## config.mk

```make
export PLATFORM = sky130hd
export DESIGN_NAME = writeback_unit
export DESIGN_NICKNAME = d
export VERILOG_FILES = /design/src/rtl/wb_pkg.sv /design/src/rtl/wb_fifo.sv /design/src/rtl/writeback_unit.sv
export SDC_FILE = /design/constraint.sdc
export NUM_CORES = 1
export LEC_CHECK = 0
export CORE_MARGIN = 2
export CORE_UTILIZATION = 49
export CTS_BUF_LIST = sky130_fd_sc_hd__clkbuf_8
export DETAILED_ROUTE_END_ITERATION = 16
export GPL_TIMING_DRIVEN = 0
export PLACE_DENSITY_LB_ADDON = 0.3
export SYNTH_ARGS = -nofsm -noshare
export SYNTH_HDL_FRONTEND = slang
export SYNTH_HIERARCHICAL = 1
export SYNTH_SLANG_ARGS = --single-unit
```

## constraint.sdc

```tcl
create_clock -name clk -period 2.8 [get_ports clk]
set_input_delay 0.56 -clock clk [delete_from_list [all_inputs] [get_ports clk]]
set_output_delay 0.56 -clock clk [all_outputs]
set_load 0.03 [all_outputs]
```

## src/rtl/wb_pkg.sv

```systemverilog
// Shared types and defaults for the writeback unit.
//   BUS      : data width of a register write
//   DIR      : register address width (2**DIR registers)
//   LINK_REG : default destination register for link (call) writes
package wb_pkg;
    localparam int BUS      = 32;
    localparam int DIR      = 4;
    localparam int NREG     = 2 ** DIR;
    localparam int LINK_REG = 14;

    typedef struct packed {
        logic [DIR-1:0] rd;
        logic [BUS-1:0] data;
    } wb_entry_t;

    typedef enum logic [1:0] {
        SRC_NONE,
        SRC_LNK,
        SRC_MEM,
        SRC_ALU
    } wb_src_e;
endpackage

```

## src/rtl/wb_fifo.sv

```systemverilog
// In-order circular FIFO of pending register writes.
//   clk, rst     : clock, async active-high reset
//   push_i/din_i : enqueue one entry (ignored when full)
//   pop_i/dout_o : dequeue head (ignored when empty); dout_o is the current head
//   full_o, empty_o, count_o : occupancy
//   vld_o, rd_o  : per-slot valid flag and destination, for hazard tracking
module wb_fifo
    import wb_pkg::*;
#(
    parameter int DEPTH = 4
) (
    input  logic                          clk,
    input  logic                          rst,
    input  logic                          push_i,
    input  wb_entry_t                     din_i,
    input  logic                          pop_i,
    output wb_entry_t                     dout_o,
    output logic                          full_o,
    output logic                          empty_o,
    output logic [$clog2(DEPTH+1)-1:0]    count_o,
    output logic [DEPTH-1:0]              vld_o,
    output logic [DEPTH-1:0][DIR-1:0]     rd_o
);
    localparam int PW = $clog2(DEPTH);
    localparam int CW = $clog2(DEPTH+1);

    wb_entry_t         mem_q [DEPTH];
    logic [PW-1:0]     wr_ptr_q, wr_ptr_d;
    logic [PW-1:0]     rd_ptr_q, rd_ptr_d;
    logic [CW-1:0]     count_q, count_d;
    logic              do_push, do_pop;

    assign full_o  = (count_q == CW'(DEPTH));
    assign empty_o = (count_q == '0);
    assign do_push = push_i && !full_o;
    assign do_pop  = pop_i && !empty_o;

    // DEPTH is a power of two, so pointer increments wrap for free.
    always_comb begin
        wr_ptr_d = do_push ? wr_ptr_q + PW'(1) : wr_ptr_q;
        rd_ptr_d = do_pop  ? rd_ptr_q + PW'(1) : rd_ptr_q;
        count_d  = count_q;
        if (do_push && !do_pop) count_d = count_q + CW'(1);
        if (do_pop && !do_push) count_d = count_q - CW'(1);
    end

    always_ff @(posedge clk or posedge rst) begin
        if (rst) begin
            wr_ptr_q <= '0;
            rd_ptr_q <= '0;
            count_q  <= '0;
        end else begin
            wr_ptr_q <= wr_ptr_d;
            rd_ptr_q <= rd_ptr_d;
            count_q  <= count_d;
        end
    end

    // Storage needs no reset: slots are only observed through vld_o/count.
    always_ff @(posedge clk) begin
        if (do_push) mem_q[wr_ptr_q] <= din_i;
    end

    assign dout_o  = mem_q[rd_ptr_q];
    assign count_o = count_q;

    // A slot is live when its distance from the head is below the count.
    always_comb begin
        for (int i = 0; i < DEPTH; i++) begin
            vld_o[i] = (CW'(PW'(i) - rd_ptr_q) < count_q);
            rd_o[i]  = mem_q[i].rd;
        end
    end
endmodule

```

## src/rtl/writeback_unit.sv

```systemverilog
// Collects results from the link, load and ALU paths, buffers them in order,
// and drives the register bank write port one entry per cycle.
//   clk, rst                        : clock, async active-high reset
//   alu_*_i / alu_ready_o           : ALU result offer/accept
//   mem_*_i / mem_ready_o           : load result offer/accept
//   lnk_valid_i, lnk_pc_i / lnk_ready_o : link write offer/accept (to LINK_REG)
//   rd_o, wb_o, we_o                : registered bank write port
//   busy_mask_o                     : registers with a write still pending
//   count_o                         : entries buffered
module writeback_unit #(
    parameter int DEPTH    = 4,
    parameter int LINK_REG = wb_pkg::LINK_REG
) (
    input  logic                          clk,
    input  logic                          rst,
    input  logic                          alu_valid_i,
    input  logic [wb_pkg::DIR-1:0]        alu_rd_i,
    input  logic [wb_pkg::BUS-1:0]        alu_data_i,
    output logic                          alu_ready_o,
    input  logic                          mem_valid_i,
    input  logic [wb_pkg::DIR-1:0]        mem_rd_i,
    input  logic [wb_pkg::BUS-1:0]        mem_data_i,
    output logic                          mem_ready_o,
    input  logic                          lnk_valid_i,
    input  logic [wb_pkg::BUS-1:0]        lnk_pc_i,
    output logic                          lnk_ready_o,
    output logic [wb_pkg::DIR-1:0]        rd_o,
    output logic [wb_pkg::BUS-1:0]        wb_o,
    output logic                          we_o,
    output logic [wb_pkg::NREG-1:0]       busy_mask_o,
    output logic [$clog2(DEPTH+1)-1:0]    count_o
);
    import wb_pkg::*;

    wb_src_e                  src;
    wb_entry_t                din, dout;
    logic                     full, empty, push, pop;
    logic [DEPTH-1:0]         slot_vld;
    logic [DEPTH-1:0][DIR-1:0] slot_rd;

    logic [DIR-1:0]           rd_q;
    logic [BUS-1:0]           wb_q;
    logic                     we_q;

    // Fixed priority lnk > mem > alu; nothing is accepted while full, even if
    // the head drains on the same edge.
    always_comb begin
        src = SRC_NONE;
        din = '0;
        if (!full) begin
            if (lnk_valid_i) begin
                src = SRC_LNK;
                din = '{rd: DIR'(LINK_REG), data: lnk_pc_i};
            end else if (mem_valid_i) begin
                src = SRC_MEM;
                din = '{rd: mem_rd_i, data: mem_data_i};
            end else if (alu_valid_i) begin
                src = SRC_ALU;
                din = '{rd: alu_rd_i, data: alu_data_i};
            end
        end
    end

    assign lnk_ready_o = (src == SRC_LNK);
    assign mem_ready_o = (src == SRC_MEM);
    assign alu_ready_o = (src == SRC_ALU);
    assign push        = (src != SRC_NONE);
    assign pop         = !empty;

    wb_fifo #(.DEPTH(DEPTH)) u_fifo (
        .clk     (clk),
        .rst     (rst),
        .push_i  (push),
        .din_i   (din),
        .pop_i   (pop),
        .dout_o  (dout),
        .full_o  (full),
        .empty_o (empty),
        .count_o (count_o),
        .vld_o   (slot_vld),
        .rd_o    (slot_rd)
    );

    // Output register: RD/WB hold their last value when nothing drains.
    always_ff @(posedge clk or posedge rst) begin
        if (rst) begin
            rd_q <= '0;
            wb_q <= '0;
            we_q <= 1'b0;
        end else begin
            we_q <= pop;
            if (pop) begin
                rd_q <= dout.rd;
                wb_q <= dout.data;
            end
        end
    end

    assign rd_o = rd_q;
    assign wb_o = wb_q;
    assign we_o = we_q;

    // The entry on the write port still counts as pending until the bank
    // has taken it.
    always_comb begin
        busy_mask_o = '0;
        for (int i = 0; i < DEPTH; i++) begin
            if (slot_vld[i]) busy_mask_o[slot_rd[i]] = 1'b1;
        end
        if (we_q) busy_mask_o[rd_q] = 1'b1;
    end
endmodule

```

==> impl_summary.log, run 1 <==
INFO  metric rsz0062_at_grt = true
INFO  metric grt_max_degree = 27
INFO  metric synth-seq-cells = roughly 190
INFO  metric cts_tree = built
INFO  metric layout-area-overhead-vs-synth = 31.6%
INFO  metric routed-via-count = 6,072
INFO  metric cell_with_the_most_instances_after_synthesis = sky130_fd_sc_hd__edfxtp_1
INFO  metric drive_gt1_frac = 0.263
INFO  metric floorplan.die.height = 138 um
INFO  metric max_slew_headroom_at_the_worst_pin = 0.501
INFO  metric synth_ff_type = sky130_fd_sc_hd__edfxtp_1
INFO  metric filler_cell_count = 1,266
INFO  metric cp_max_fo = 4
INFO  metric cp.required = 2.24 ns
INFO  metric wl_cell = 21.7 um
INFO  metric outcome = finished, violations left
INFO  metric hold_viol = 0
INFO  metric route.antenna.remaining_nets = 0
INFO  metric fin_ws = -0.560 ns
INFO  metric synth_top_area_cell = sky130_fd_sc_hd__edfxtp_1
INFO  metric total_leakage_power = between 4 and 5 nW
INFO  metric r2r_slack = 0.18 ns
INFO  metric placedCellCount = 996
INFO  metric place_ws = -0.974 ns
INFO  metric violations = negative setup slack
INFO  metric globalRoute.totalOverflow = 0
INFO  metric critical_path_launch_point_type = flop
INFO  metric max-vdd-ir-drop = 0.000834 V
INFO  metric yosysWarnings = 6
INFO  metric postSynthNetCount = 720
INFO  metric power = 0.0142 W
INFO  metric cts-root-to-sink-buffers = 2
INFO  metric final.setup_skew = 0.0169 ns
INFO  metric core_area = 17,800 sq um
INFO  metric std_cell_rows = 49
INFO  metric maxCapViolCount = 0
INFO  metric min_path_type = input port to asynchronous set/reset pin
INFO  metric clkSinkCount = around 190
INFO  metric initialDrtViolationCount = 441
INFO  metric worst_pin_slew = 0.749 ns
INFO  metric worstReg2RegStart = u_fifo/count_o[0]
INFO  metric crit_type = flop to output pin
INFO  metric final_cell_count_no_fill = 1,034
INFO  metric cts_buffers = 17
INFO  metric worstSetupStartpoint = u_fifo/rd_ptr_q[0]
INFO  metric finalWirelength = 22.4 mm
INFO  metric dpl.hpwl = 16.4 mm
INFO  metric period_needed = 3.36 ns
INFO  metric synth_top_area_frac = 0.488
INFO  metric design.portCount = about 170
INFO  metric port_buffers = 166
INFO  metric die_area = 19,200 sq um
INFO  metric synth-seq-area-share = 0.613
INFO  metric fmax = 0.298 GHz
INFO  metric global_route.usage.total = 0.239
INFO  metric rr_worst_depth = 12
INFO  metric report.final.slew_viol_count = 0
INFO  metric initial_core_util = 0.496
INFO  metric synth.top_cells.by_count = sky130_fd_sc_hd__edfxtp_1, sky130_fd_sc_hd__dfrtp_1, sky130_fd_sc_hd__nor3_1
INFO  metric drcViolationCount = 0
INFO  metric cts.reportedPaths.clkPinSlew = 0.10 ns
INFO  metric drt-pass1-iter-count = 5
INFO  metric number_of_unique_standard_cell_types_used_by_synthesis = 44
INFO  metric synth-edff-count = 144
INFO  metric antenna_found_initial = 0
INFO  metric clockRootBuffer = sky130_fd_sc_hd__clkbuf_8
INFO  metric synth_area_per_cell = between 10 and 15 sq um
INFO  metric endpoint_kind = output pin
INFO  metric synth.cell_area = around 8900 sq um
INFO  metric global_route_wire_length_before_repair = 35.0 mm
INFO  metric layout_worst_path_cycle_share = 1.20
INFO  metric antenna-diode-count = 0
INFO  metric multi_input_area = approximately 3200 sq um
INFO  metric crit_arrival = ~2.8 ns
INFO  metric floorplan.die.width = 138 um
INFO  metric cts_hold_buf = 0
INFO  metric detail_route.vias_per_cell = 5.87
INFO  metric place.gp.congestion = slightly below 0.9
INFO  metric synthArstFlopShare = 0.234
INFO  metric htree_num_levels = 4
INFO  metric synth_top_cells_by_area = sky130_fd_sc_hd__edfxtp_1, sky130_fd_sc_hd__dfrtp_1, sky130_fd_sc_hd__mux4_2, sky130_fd_sc_hd__mux2_2, sky130_fd_sc_hd__a221oi_1
INFO  metric worstReg2RegEnd = u_fifo/count_o[2]
INFO  metric worst_skew_pair.late_latency = about 0.46 ns
INFO  metric layout.nets = 916
INFO  metric power.density_cell_area = 1220 nW/um^2
INFO  metric final-setup-viol-count = 16
INFO  metric via_count_of_the_first_global_routing_pass = ~6,400
INFO  metric final-seq-area = 5430 sq um
INFO  metric post_synth_inst_count = a little under 600
-- worst max-delay path, stage by stage, from the launching register on --
cell and delay (ns):
sky130_fd_sc_hd__dfrtp_1 0.37, sky130_fd_sc_hd__buf_6 0.12, sky130_fd_sc_hd__buf_12 0.09, sky130_fd_sc_hd__inv_4 0.03
sky130_fd_sc_hd__ha_4 0.28, sky130_fd_sc_hd__inv_4 0.04, sky130_fd_sc_hd__ha_4 0.26, sky130_fd_sc_hd__a21o_1 0.16
sky130_fd_sc_hd__a21oi_4 0.09, sky130_fd_sc_hd__nand3b_1 0.20, sky130_fd_sc_hd__nor3_1 0.07, sky130_fd_sc_hd__or4_4 0.48
sky130_fd_sc_hd__buf_6 0.15
-- power by group --
| group | total (W) | switching, W | internal (W) |
|---|---|---|---|
| combinational | 0.00741 | 0.00395 | 0.00346 |
| clock | 0.00186 | 0.000961 | 0.000900 |
| sequential | 0.00490 | 0.000476 | 0.00442 |
| total | 0.0142 | 0.00539 | 0.00878 |
-- layer usage --
metal  wire length [um]  track usage  up-vias
met2              11500        0.414      275
met3               1670       0.0530       34
met1               8770        0.303     3058
met4                437       0.0730        0
li1                   -            -     2705
met5                  0            0        -
-- cell families (layout without fill, tap and decap cells) --
logic type | after synthesis | after routing | synth area share
compound gates | 73 | 73 | 0.0635
flops | 188 | 188 | 0.613
xor+xnor | 5 | 5 | 0.00495
fa+ha+maj | 15 | 15 | 0.0220
simple gates | 172 | 172 | 0.113
buf+inv | 69 | 278 | 0.0437
mux | 74 | 74 | 0.140
-- per-stage QoR --
stage | TNS [ns] | area, sq um | hold slack [ns] | utilization
final | -7.68 | 11600 | 0.386 | 0.653
after global placement | -228.59 | 10900 | 0.491 | 0.609
after CTS | -7.72 | 11600 | 0.376 | 0.649
after global routing | -9.47 | 11600 | 0.378 | 0.653
after floorplan | 0 | 8910 | 0.363 | -
after detailed placement | -93.77 | 11000 | 0.497 | 0.615
-- how the worst max path moves through the flow --
| stage | cells after the start | to |
|---|---|---|
| after floorplan | 10 | busy_mask_o[3] |
| after global placement | 7 | u_fifo/mem_q[2][3] |
| after detailed placement | 10 | busy_mask_o[2] |
| after CTS | 12 | busy_mask_o[8] |
| after global routing | 12 | busy_mask_o[8] |
| final | 12 | busy_mask_o[8] |
-- cell usage in the layout (no fill, tap or decap), types with 14 or more instances in the layout --
master                            netlist  routed
sky130_fd_sc_hd__buf_4                 17      27
sky130_fd_sc_hd__clkbuf_8               0      17
sky130_fd_sc_hd__mux4_2                36      36
sky130_fd_sc_hd__nor3_1                44      43
sky130_fd_sc_hd__inv_1                 17      14
sky130_fd_sc_hd__clkdlybuf4s50_1        0     146
sky130_fd_sc_hd__nand2b_1              14      14
sky130_fd_sc_hd__buf_6                  6      21
sky130_fd_sc_hd__nor2_1                16      15
sky130_fd_sc_hd__dfrtp_1               44      42
sky130_fd_sc_hd__o22ai_1               19      18
sky130_fd_sc_hd__a221oi_1              34      34
sky130_fd_sc_hd__mux2_2                36      36
sky130_fd_sc_hd__nor2b_1               38      38
sky130_fd_sc_hd__edfxtp_1             144     144
-- sequential cells by signal, indices dropped and copies added, names as in the netlist --
| name | count |
|---|---|
| we_o | 1 |
| rd_o | 4 |
| u_fifo/wr_ptr_q | 2 |
| u_fifo/count_o | 3 |
| u_fifo/rd_ptr_q | 2 |
| u_fifo/mem_q | 144 |
| wb_o | 32 |
-- final cells by class --
class,count,area share
buffer,49,0.0293
inverter,17,0.00623
tap,229,0.0246
multi-input combinational,339,0.278
timing repair buffer,180,0.159
clock buffer,17,0.0201
sequential,188,0.466
clock inverter,15,0.0162
-- timing repair --
| item | in CTS | in global routing |
|---|---|---|
| pin swaps | 20 | 16 |
| buffers inserted | 8 | 1 |
| resized for setup | 150 | 13 |
| endpoints found under the setup margin | 111 | 57 |
No activity file was read; power rests on OpenSTA's default activity.
==> run 2: changes to the inputs <==
Settings changed: CORE_UTILIZATION 49 to 40, SKIP_LAST_GASP set to 1.
==> run 2 against run 1 <==
  * The flow still finishes with violations (negative setup slack)
  * Non-clock buffer count rose by 6
  * Clock power about the same
  * Register-to-register slack improved by 0.05 ns
  * Utilization is 11 points lower
  * Die area increased by 22%
  * Clock-buffer cell count is the same
  * First-iteration DRC count shrank 30%
  * Worst setup slack got worse by 0.050 ns
  * Critical path depth decreased by 1
  * Critical path type unchanged
==> impl_summary.log, run 2 (synthesis results as in run 1) <==
INFO  metric grt_max_degree = 33 (was 27)
INFO  metric globalRoute.totalOverflow = 0 (unchanged)
INFO  metric critical_path.cell_chain = buf_6 > buf_12 > inv_6 > ha_4 > ha_4 > a21o_1 > a21oi_4 > nand3b_1 > nor3_2 > or4_4 > buf_6 (was buf_6 > buf_12 > inv_4 > ha_4 > inv_4 > ha_4 > a21o_1 > a21oi_4 > nand3b_1 > nor3_1 > or4_4 > buf_6)
INFO  metric place.gp.congestion = 0.795 (was 0.884)
INFO  metric place_ws = -0.997 ns (was -0.974 ns)
INFO  metric worstSetupEndpoint = busy_mask_o[8] (unchanged)
INFO  metric detail_route.vias_per_cell = 5.46 (was 5.87)
INFO  metric core_area = 21,800 sq um (was 17,800 sq um)
INFO  metric via_count_of_the_first_global_routing_pass = 6,354 (was 6,363)
INFO  metric cts_hold_buf = 0 (unchanged)
INFO  metric placedCellCount = 1,047 (was 996)
INFO  metric worst_pin_slew = 0.725 ns (was 0.749 ns)
INFO  metric cts-root-to-sink-buffers = 2 (unchanged)
INFO  metric crit_buf_inv = 4 (was 5)
INFO  metric hold_viol = 0 (unchanged)
INFO  metric maxCapViolCount = 0 (unchanged)
INFO  metric antenna_found_initial = 0 (unchanged)
INFO  metric final_cell_mix = sky130_fd_sc_hd__clkdlybuf4s50_1, sky130_fd_sc_hd__edfxtp_1, sky130_fd_sc_hd__dfrtp_1, sky130_fd_sc_hd__nor3_1, sky130_fd_sc_hd__nor2b_1 (was sky130_fd_sc_hd__clkdlybuf4s50_1, sky130_fd_sc_hd__edfxtp_1, sky130_fd_sc_hd__nor3_1, sky130_fd_sc_hd__dfrtp_1, sky130_fd_sc_hd__nor2b_1)
INFO  metric htree_num_levels = 4 (unchanged)
INFO  metric cp_delay_by_family_top = simple AND/OR/NAND/NOR gates (unchanged)
INFO  metric final.setup_skew = 0.0144 ns (was 0.0169 ns)
INFO  metric cp.required = 2.24 ns (about the same)
INFO  metric report.final.slew_viol_count = 0 (unchanged)
INFO  metric routed-via-count = 5,959 (was 6,072)
INFO  metric drt-pass1-iter-count = 5 (unchanged)
INFO  metric critical_path.max_stage_delay = 0.51 ns (was 0.48 ns)
INFO  metric rsz0062_at_grt = true (unchanged)
INFO  metric crit_type = flop to output pin (unchanged)
INFO  metric post-route-util = 0.540 (was 0.653)
INFO  metric outcome = finished, violations left (unchanged)
INFO  metric final_common_cell = sky130_fd_sc_hd__clkdlybuf4s50_1 (unchanged)
INFO  metric final-setup-viol-count = 16 (unchanged)
INFO  metric power.density_cell_area = 1210 nW/um^2 (was 1220 nW/um^2)
INFO  metric largest_reg_flops = 144 (unchanged)
INFO  metric final_cell_count_no_fill = 1,091 (was 1,034)
INFO  metric violations = negative setup slack (unchanged)
INFO  metric critical_path_launch_point_type = flop (unchanged)
INFO  metric cp_max_fo = 4 (unchanged)
INFO  metric totalNegativeSetupSlack = -8.12 ns (was -7.68 ns)
INFO  metric die_area = 23,300 sq um (was 19,200 sq um)
INFO  metric total_leakage_power = 4.17 nW (was 4.15 nW)
INFO  metric floorplan.die.width = 153 um (was 138 um)
INFO  metric worstReg2RegEnd = u_fifo/count_o[2] (unchanged)
INFO  metric cts_tree = built (unchanged)
INFO  metric fmax = 0.293 GHz (was 0.298 GHz)
INFO  metric initialDrtViolationCount = 308 (was 441)
INFO  metric worst_skew_pair.late_latency = 0.47 ns (was 0.46 ns)
INFO  metric r2r_slack = 0.23 ns (was 0.18 ns)
INFO  metric layout-area-overhead-vs-synth = 32.7% (was 31.6%)
INFO  metric layout.nets = 922 (was 916)
INFO  metric cts.reportedPaths.clkPinSlew = 0.09 ns (was 0.10 ns)
INFO  metric min_path_type = input port to asynchronous set/reset pin (unchanged)
INFO  metric clkSinkCount = 188 (unchanged)
INFO  metric drcViolationCount = 0 (unchanged)
INFO  metric hold-worst-slack = 0.356 ns (was 0.386 ns)
INFO  metric floorplan.die.height = 153 um (was 138 um)
INFO  metric design.portCount = 168 (unchanged)
INFO  metric crit_arrival = 2.85 ns (was 2.80 ns)
INFO  metric dpl.hpwl = 17.0 mm (was 16.4 mm)
INFO  metric initial_core_util = 0.407 (was 0.496)
INFO  metric global_route.usage.total = 0.203 (was 0.239)
INFO  metric period_needed = 3.41 ns (was 3.36 ns)
INFO  metric endpoint_kind = output pin (unchanged)
INFO  metric worstSetupStartpoint = u_fifo/rd_ptr_q[0] (unchanged)
INFO  metric worstReg2RegStart = u_fifo/count_o[0] (unchanged)
INFO  metric clockRootBuffer = sky130_fd_sc_hd__clkbuf_8 (unchanged)
INFO  metric cts_buffers = 17 (unchanged)
INFO  metric port_buffers = 166 (unchanged)
INFO  metric master_of_the_slowest_instance_on_the_critical_path = sky130_fd_sc_hd__or4_4 (unchanged)
INFO  metric rr_worst_depth = 13 (was 12)
INFO  metric std_cell_rows = 54 (was 49)
INFO  metric finalWirelength = 23.3 mm (was 22.4 mm)
INFO  metric largest_register = u_fifo/mem_q (unchanged)
INFO  metric max-vdd-ir-drop = 0.000467 V (was 0.000834 V)
INFO  metric drive_gt1_frac = 0.277 (was 0.263)
INFO  metric antenna-diode-count = 0 (unchanged)
INFO  metric wl_cell = 21.3 um (was 21.7 um)
INFO  metric layout_worst_path_cycle_share = 1.22 (was 1.20)
INFO  metric fin_ws = -0.610 ns (was -0.560 ns)
INFO  metric route.antenna.remaining_nets = 0 (unchanged)
INFO  metric max_slew_headroom_at_the_worst_pin = 0.517 (was 0.501)
INFO  metric path_depth = 11 (was 12)
INFO  metric global_route_wire_length_before_repair = 35.6 mm (was 35.0 mm)
## run 2: metrics by stage
stage | area [sq um] | total power [W]
2_1_floorplan | 8910 | 0.00932
3_3_place_gp | 10900 | 0.0116
3_5_place_dp | 11000 | 0.0119
4_1_cts | 11600 | 0.0141
5_1_grt | 11700 | 0.0149
6_report | 11700 | 0.0142
## run 2: worst min-delay path by stage
stage                   endpoint  cells past startpoint
6_report                wb_o[15]                      2
5_1_grt                 wb_o[15]                      2
4_1_cts                 wb_o[14]                      2
3_5_place_dp            wb_o[27]                      1
3_3_place_gp            wb_o[26]                      1
2_1_floorplan  u_fifo/count_o[0]                      1
## run 2: layout make-up
type / count / area (sq um)
buffer: 48 / 337
clock buffer: 17 / 234
clock inverter: 15 / 179
fill: 1760 / 10000
inverter: 17 / 75.1
multi-input combinational: 339 / 3250
sequential: 188 / 5430
tap: 280 / 350
timing repair buffer: 187 / 1900
## run 2: what timing repair did
action	CTS	global route
setup endpoints to repair	93	93
gates resized for setup	142	25
pin swaps	16	17
buffers inserted	14	2
## run 2: power by group
part	total, W	internal (W)	switching [W]
logic	0.00747	0.00350	0.00398
registers	0.00488	0.00442	0.000468
clock network	0.00183	0.000826	0.00101
total	0.0142	0.00874	0.00545
## run 2: layer usage
| metal | global-route usage | share of wire |
|---|---|---|
| met3 | 0.0486 | 0.057 |
| met2 | 0.362 | 0.53 |
| met5 | 0 | 0 |
| met4 | 0.0688 | 0.017 |
| met1 | 0.240 | 0.40 |
==> run 3: changes to the inputs <==
Settings changed: ABC_AREA set to 1.
==> run 3 against run 2 <==
  * Sequential power decreased by 1%
  * Global-route usage increased by 1.1 points
  * Sequential share of layout area decreased by 4.1 points
  * Routed wire length increased by 19%
  * Critical path depth unchanged
  * Clock-buffer cell count increased by 1
  * Largest cell class unchanged
  * The run still ends with negative setup slack left
==> impl_summary.log, run 3 <==
INFO  metric crit_arrival = 2.40 ns (was 2.85 ns)
INFO  metric wl_cell = 17.3 um (was 21.3 um)
INFO  metric max_slew_headroom_at_the_worst_pin = 0.687 (was 0.517)
INFO  metric synth-edff-count = 144 (unchanged)
INFO  metric cp_max_fo = 6 (was 4)
INFO  metric maxCapViolCount = 0 (unchanged)
INFO  metric power_switching_share = 0.448 (was 0.384)
INFO  metric critical_path.cell_chain = clkinv_4 > ha_4 > inv_4 > ha_4 > nand2_2 > o21a_4 > nand2_2 > nor2_1 > nor2_1 > nand3_1 > buf_6 (was buf_6 > buf_12 > inv_6 > ha_4 > ha_4 > a21o_1 > a21oi_4 > nand3b_1 > nor3_2 > or4_4 > buf_6)
INFO  metric cell_with_the_most_instances_after_synthesis = sky130_fd_sc_hd__nand2_1 (was sky130_fd_sc_hd__edfxtp_1)
INFO  metric synth_top_area_cell = sky130_fd_sc_hd__edfxtp_1 (unchanged)
INFO  metric number_of_unique_standard_cell_types_used_by_synthesis = 32 (was 44)
INFO  metric fmax = 0.337 GHz (was 0.293 GHz)
INFO  metric synth.top_cells.by_count = sky130_fd_sc_hd__nand2_1, sky130_fd_sc_hd__edfxtp_1, sky130_fd_sc_hd__inv_1 (was sky130_fd_sc_hd__edfxtp_1, sky130_fd_sc_hd__dfrtp_1, sky130_fd_sc_hd__nor3_1)
INFO  metric globalRoute.totalOverflow = 0 (unchanged)
INFO  metric postSynthNetCount = 1,185 (was 720)
INFO  metric floorplan.die.width = 161 um (was 153 um)
INFO  metric synthArstFlopShare = 0.234 (unchanged)
INFO  metric p_clk_frac = 0.119 (was 0.129)
INFO  metric yosysWarnings = 6 (unchanged)
INFO  metric final_design_area_no_fill = 12,900 sq um (was 11,700 sq um)
INFO  metric port_buffers = 166 (unchanged)
INFO  metric critical_path.max_stage_delay = 0.40 ns (was 0.51 ns)
INFO  metric worstSetupStartpoint = u_fifo/rd_ptr_q[1] (was u_fifo/rd_ptr_q[0])
INFO  metric rsz0062_at_grt = true (unchanged)
INFO  metric master_of_the_slowest_instance_on_the_critical_path = sky130_fd_sc_hd__dfrtp_2 (was sky130_fd_sc_hd__or4_4)
INFO  metric report.final.slew_viol_count = 0 (unchanged)
INFO  metric global_route.usage.total = 0.214 (was 0.203)
INFO  metric initial_core_util = 0.407 (about the same)
INFO  metric die_area = 26,000 sq um (was 23,300 sq um)
INFO  metric r2r_slack = 0.28 ns (was 0.23 ns)
INFO  metric place.gp.congestion = 0.884 (was 0.795)
INFO  metric worst_skew_pair.late_latency = 0.46 ns (was 0.47 ns)
INFO  metric detail_route.vias_per_cell = 5.03 (was 5.46)
INFO  metric cts_tree = built (unchanged)
INFO  metric final_cell_mix = sky130_fd_sc_hd__nand2_1, sky130_fd_sc_hd__clkdlybuf4s50_1, sky130_fd_sc_hd__edfxtp_1, sky130_fd_sc_hd__inv_1, sky130_fd_sc_hd__nor2_1 (was sky130_fd_sc_hd__clkdlybuf4s50_1, sky130_fd_sc_hd__edfxtp_1, sky130_fd_sc_hd__dfrtp_1, sky130_fd_sc_hd__nor3_1, sky130_fd_sc_hd__nor2b_1)
INFO  metric share_seq_of_total_power = 0.316 (was 0.344)
INFO  metric htree_num_levels = 4 (unchanged)
INFO  metric layout-area-overhead-vs-synth = 30.2% (was 32.7%)
INFO  metric design.portCount = 168 (unchanged)
INFO  metric synth-seq-cells = 188 (unchanged)
INFO  metric synth_top_cells_by_area = sky130_fd_sc_hd__edfxtp_1, sky130_fd_sc_hd__nand2_1, sky130_fd_sc_hd__dfrtp_1, sky130_fd_sc_hd__o211ai_1, sky130_fd_sc_hd__a21oi_2 (was sky130_fd_sc_hd__edfxtp_1, sky130_fd_sc_hd__dfrtp_1, sky130_fd_sc_hd__mux4_2, sky130_fd_sc_hd__mux2_2, sky130_fd_sc_hd__a221oi_1)
INFO  metric antenna-diode-count = 0 (unchanged)
INFO  metric post-route-util = 0.530 (was 0.540)
INFO  metric rr_worst_depth = 15 (was 13)
INFO  metric grt_max_degree = 35 (was 33)
INFO  metric largest_register = u_fifo/mem_q (unchanged)
INFO  metric post_synth_inst_count = 1,061 (was 596)
INFO  metric drt-pass1-iter-count = 7 (was 5)
INFO  metric violations = negative setup slack (unchanged)
INFO  metric worst_pin_slew = 0.469 ns (was 0.725 ns)
INFO  metric initialDrtViolationCount = 581 (was 308)
INFO  metric via_count_of_the_first_global_routing_pass = 7,958 (was 6,354)
INFO  metric cts.reportedPaths.clkPinSlew = 0.09 ns (about the same)
INFO  metric synth_top_area_frac = 0.437 (was 0.488)
INFO  metric synth_area_per_cell = 9.33 sq um (was 14.9 sq um)
INFO  metric crit_type = flop to output pin (unchanged)
INFO  metric worstReg2RegStart = u_fifo/count_o[0] (unchanged)
INFO  metric fin_ws = -0.165 ns (was -0.610 ns)
INFO  metric critical_path_launch_point_type = flop (unchanged)
INFO  metric layout.nets = 1,382 (was 922)
INFO  metric final-setup-viol-count = 16 (unchanged)
INFO  metric min_path_type = input port to asynchronous set/reset pin (unchanged)
INFO  metric outcome = finished, violations left (unchanged)
INFO  metric largest_reg_flops = 144 (unchanged)
INFO  metric core_area = 24,300 sq um (was 21,800 sq um)
INFO  metric synth_ff_type = sky130_fd_sc_hd__edfxtp_1 (unchanged)
INFO  metric cp_delay_by_family_top = adder cells (was simple AND/OR/NAND/NOR gates)
INFO  metric drcViolationCount = 0 (unchanged)
INFO  metric clockRootBuffer = sky130_fd_sc_hd__clkbuf_8 (unchanged)
INFO  metric max-vdd-ir-drop = 0.000516 V (was 0.000467 V)
INFO  metric period_needed = 2.96 ns (was 3.41 ns)
INFO  metric endpoint_kind = output pin (unchanged)
INFO  metric final_common_cell = sky130_fd_sc_hd__nand2_1 (was sky130_fd_sc_hd__clkdlybuf4s50_1)
INFO  metric internal-power = 0.00843 W (was 0.00874 W)
INFO  metric hold_viol = 0 (unchanged)
INFO  metric filler_cell_count = 2,147 (was 1,760)
INFO  metric cts-root-to-sink-buffers = 2 (unchanged)
INFO  metric synth.cell_area = 9900 sq um (was 8850 sq um)
INFO  metric worstReg2RegEnd = u_fifo/count_o[2] (unchanged)
INFO  metric cts_buffers = 17 (unchanged)
INFO  metric global_route_wire_length_before_repair = 42.5 mm (was 35.6 mm)
INFO  metric drive_gt1_frac = 0.197 (was 0.277)
INFO  metric layout_worst_path_cycle_share = 1.06 (was 1.22)
INFO  metric power.net_switching = 0.00684 W (was 0.00545 W)
INFO  metric cp.required = 2.24 ns (about the same)
INFO  metric final.setup_skew = 0.0159 ns (was 0.0144 ns)
INFO  metric routed-via-count = 8,017 (was 5,959)
INFO  metric finalWirelength = 27.6 mm (was 23.3 mm)
INFO  metric route.antenna.remaining_nets = 0 (unchanged)
INFO  metric share_comb_of_total_power = 0.565 (was 0.527)
INFO  metric dpl.hpwl = 20.0 mm (was 17.0 mm)
INFO  metric std_cell_rows = 57 (was 54)
INFO  metric floorplan.die.height = 161 um (was 153 um)
INFO  metric clkSinkCount = 188 (unchanged)
INFO  metric power.density_cell_area = 1190 nW/um^2 (was 1210 nW/um^2)
INFO  metric total_leakage_power = 5.34 nW (was 4.17 nW)
INFO  metric antenna_found_initial = 0 (unchanged)
INFO  metric synth-seq-area-share = 0.548 (was 0.613)
INFO  metric crit_buf_inv = 3 (was 4)
INFO  metric placed_cell_area = 12,100 sq um (was 11,000 sq um)
## run 3: worst max path at each step
stage | cells after the start | endpoint | slack [ns]
after detailed placement | 11 | busy_mask_o[15] | -1.00
final | 11 | busy_mask_o[8] | -0.16
after floorplan | 6 | u_fifo/mem_q[0][0] | -0.56
after global placement | 6 | u_fifo/mem_q[0][2] | -2.52
after global routing | 11 | busy_mask_o[10] | -0.26
after CTS | 12 | busy_mask_o[10] | -0.24
## run 3: per-layer routing
metal / part of all wire / routed length [um] / vias up / track usage
met5: 0 / 0 / - / 0
met4: 0.016 / 452 / 0 / 0.0576
met3: 0.057 / 1570 / 34 / 0.0406
met2: 0.49 / 13600 / 269 / 0.363
met1: 0.43 / 12000 / 3816 / 0.282
li1: - / - / 3898 / -
## run 3: power by group through the flow
stage | Sequential, W | Combinational, W | Clock [W]
finish | 0.00483 | 0.00862 | 0.00182
global route | 0.00495 | 0.00943 | 0.00194
CTS | 0.00483 | 0.00841 | 0.00184
detailed placement | 0.00489 | 0.00786 | 0
global placement | 0.00495 | 0.00754 | 0
floorplan | 0.00543 | 0.00443 | 0
## run 3: logic make-up after synthesis
| kind of cell | after synthesis | synth area share |
|---|---|---|
| compound gates | 187 | 0.133 |
| xor+xnor | 1 | 0.000885 |
| fa+ha+maj | 15 | 0.0197 |
| buf+inv | 191 | 0.107 |
| flops | 188 | 0.548 |
| simple gates | 479 | 0.191 |
## run 3: cell type report
type | count | area (sq um) | share of cell area
plain buffers | 63 | 573 | 0.0445
clock buffers | 18 | 248 | 0.0192
clock inverters | 14 | 159 | 0.0123
inverters | 125 | 484 | 0.0376
multi-input cells | 682 | 3730 | 0.290
flip-flops and latches | 188 | 5430 | 0.421
well taps | 324 | 405 | 0.0315
repair buffers | 181 | 1860 | 0.144
## run 3: repair_timing
| action | 4_1_cts | 5_1_grt |
|---|---|---|
| setup buffers | 6 | 3 |
| gates cloned | 1 | 0 |
| hold buffers | 0 | 0 |
| gates resized for setup | 158 | 46 |
| pin swaps | 24 | 29 |
| endpoints found under the setup margin | 130 | 21 |
## run 3: metrics by stage
stage	total power, W	cells	TNS (ns)	hold slack, ns	worst slack [ns]
after CTS	0.0151	1594	-3.48	0.352	-0.245
after global placement	0.0125	1551	-366.78	0.463	-2.52
after floorplan	0.00985	1061	-80.56	0.363	-0.559
after detailed placement	0.0128	1556	-78.53	0.464	-1.00
final	0.0153	1595	-2.02	0.355	-0.165
after global routing	0.0163	1595	-3.79	0.350	-0.265
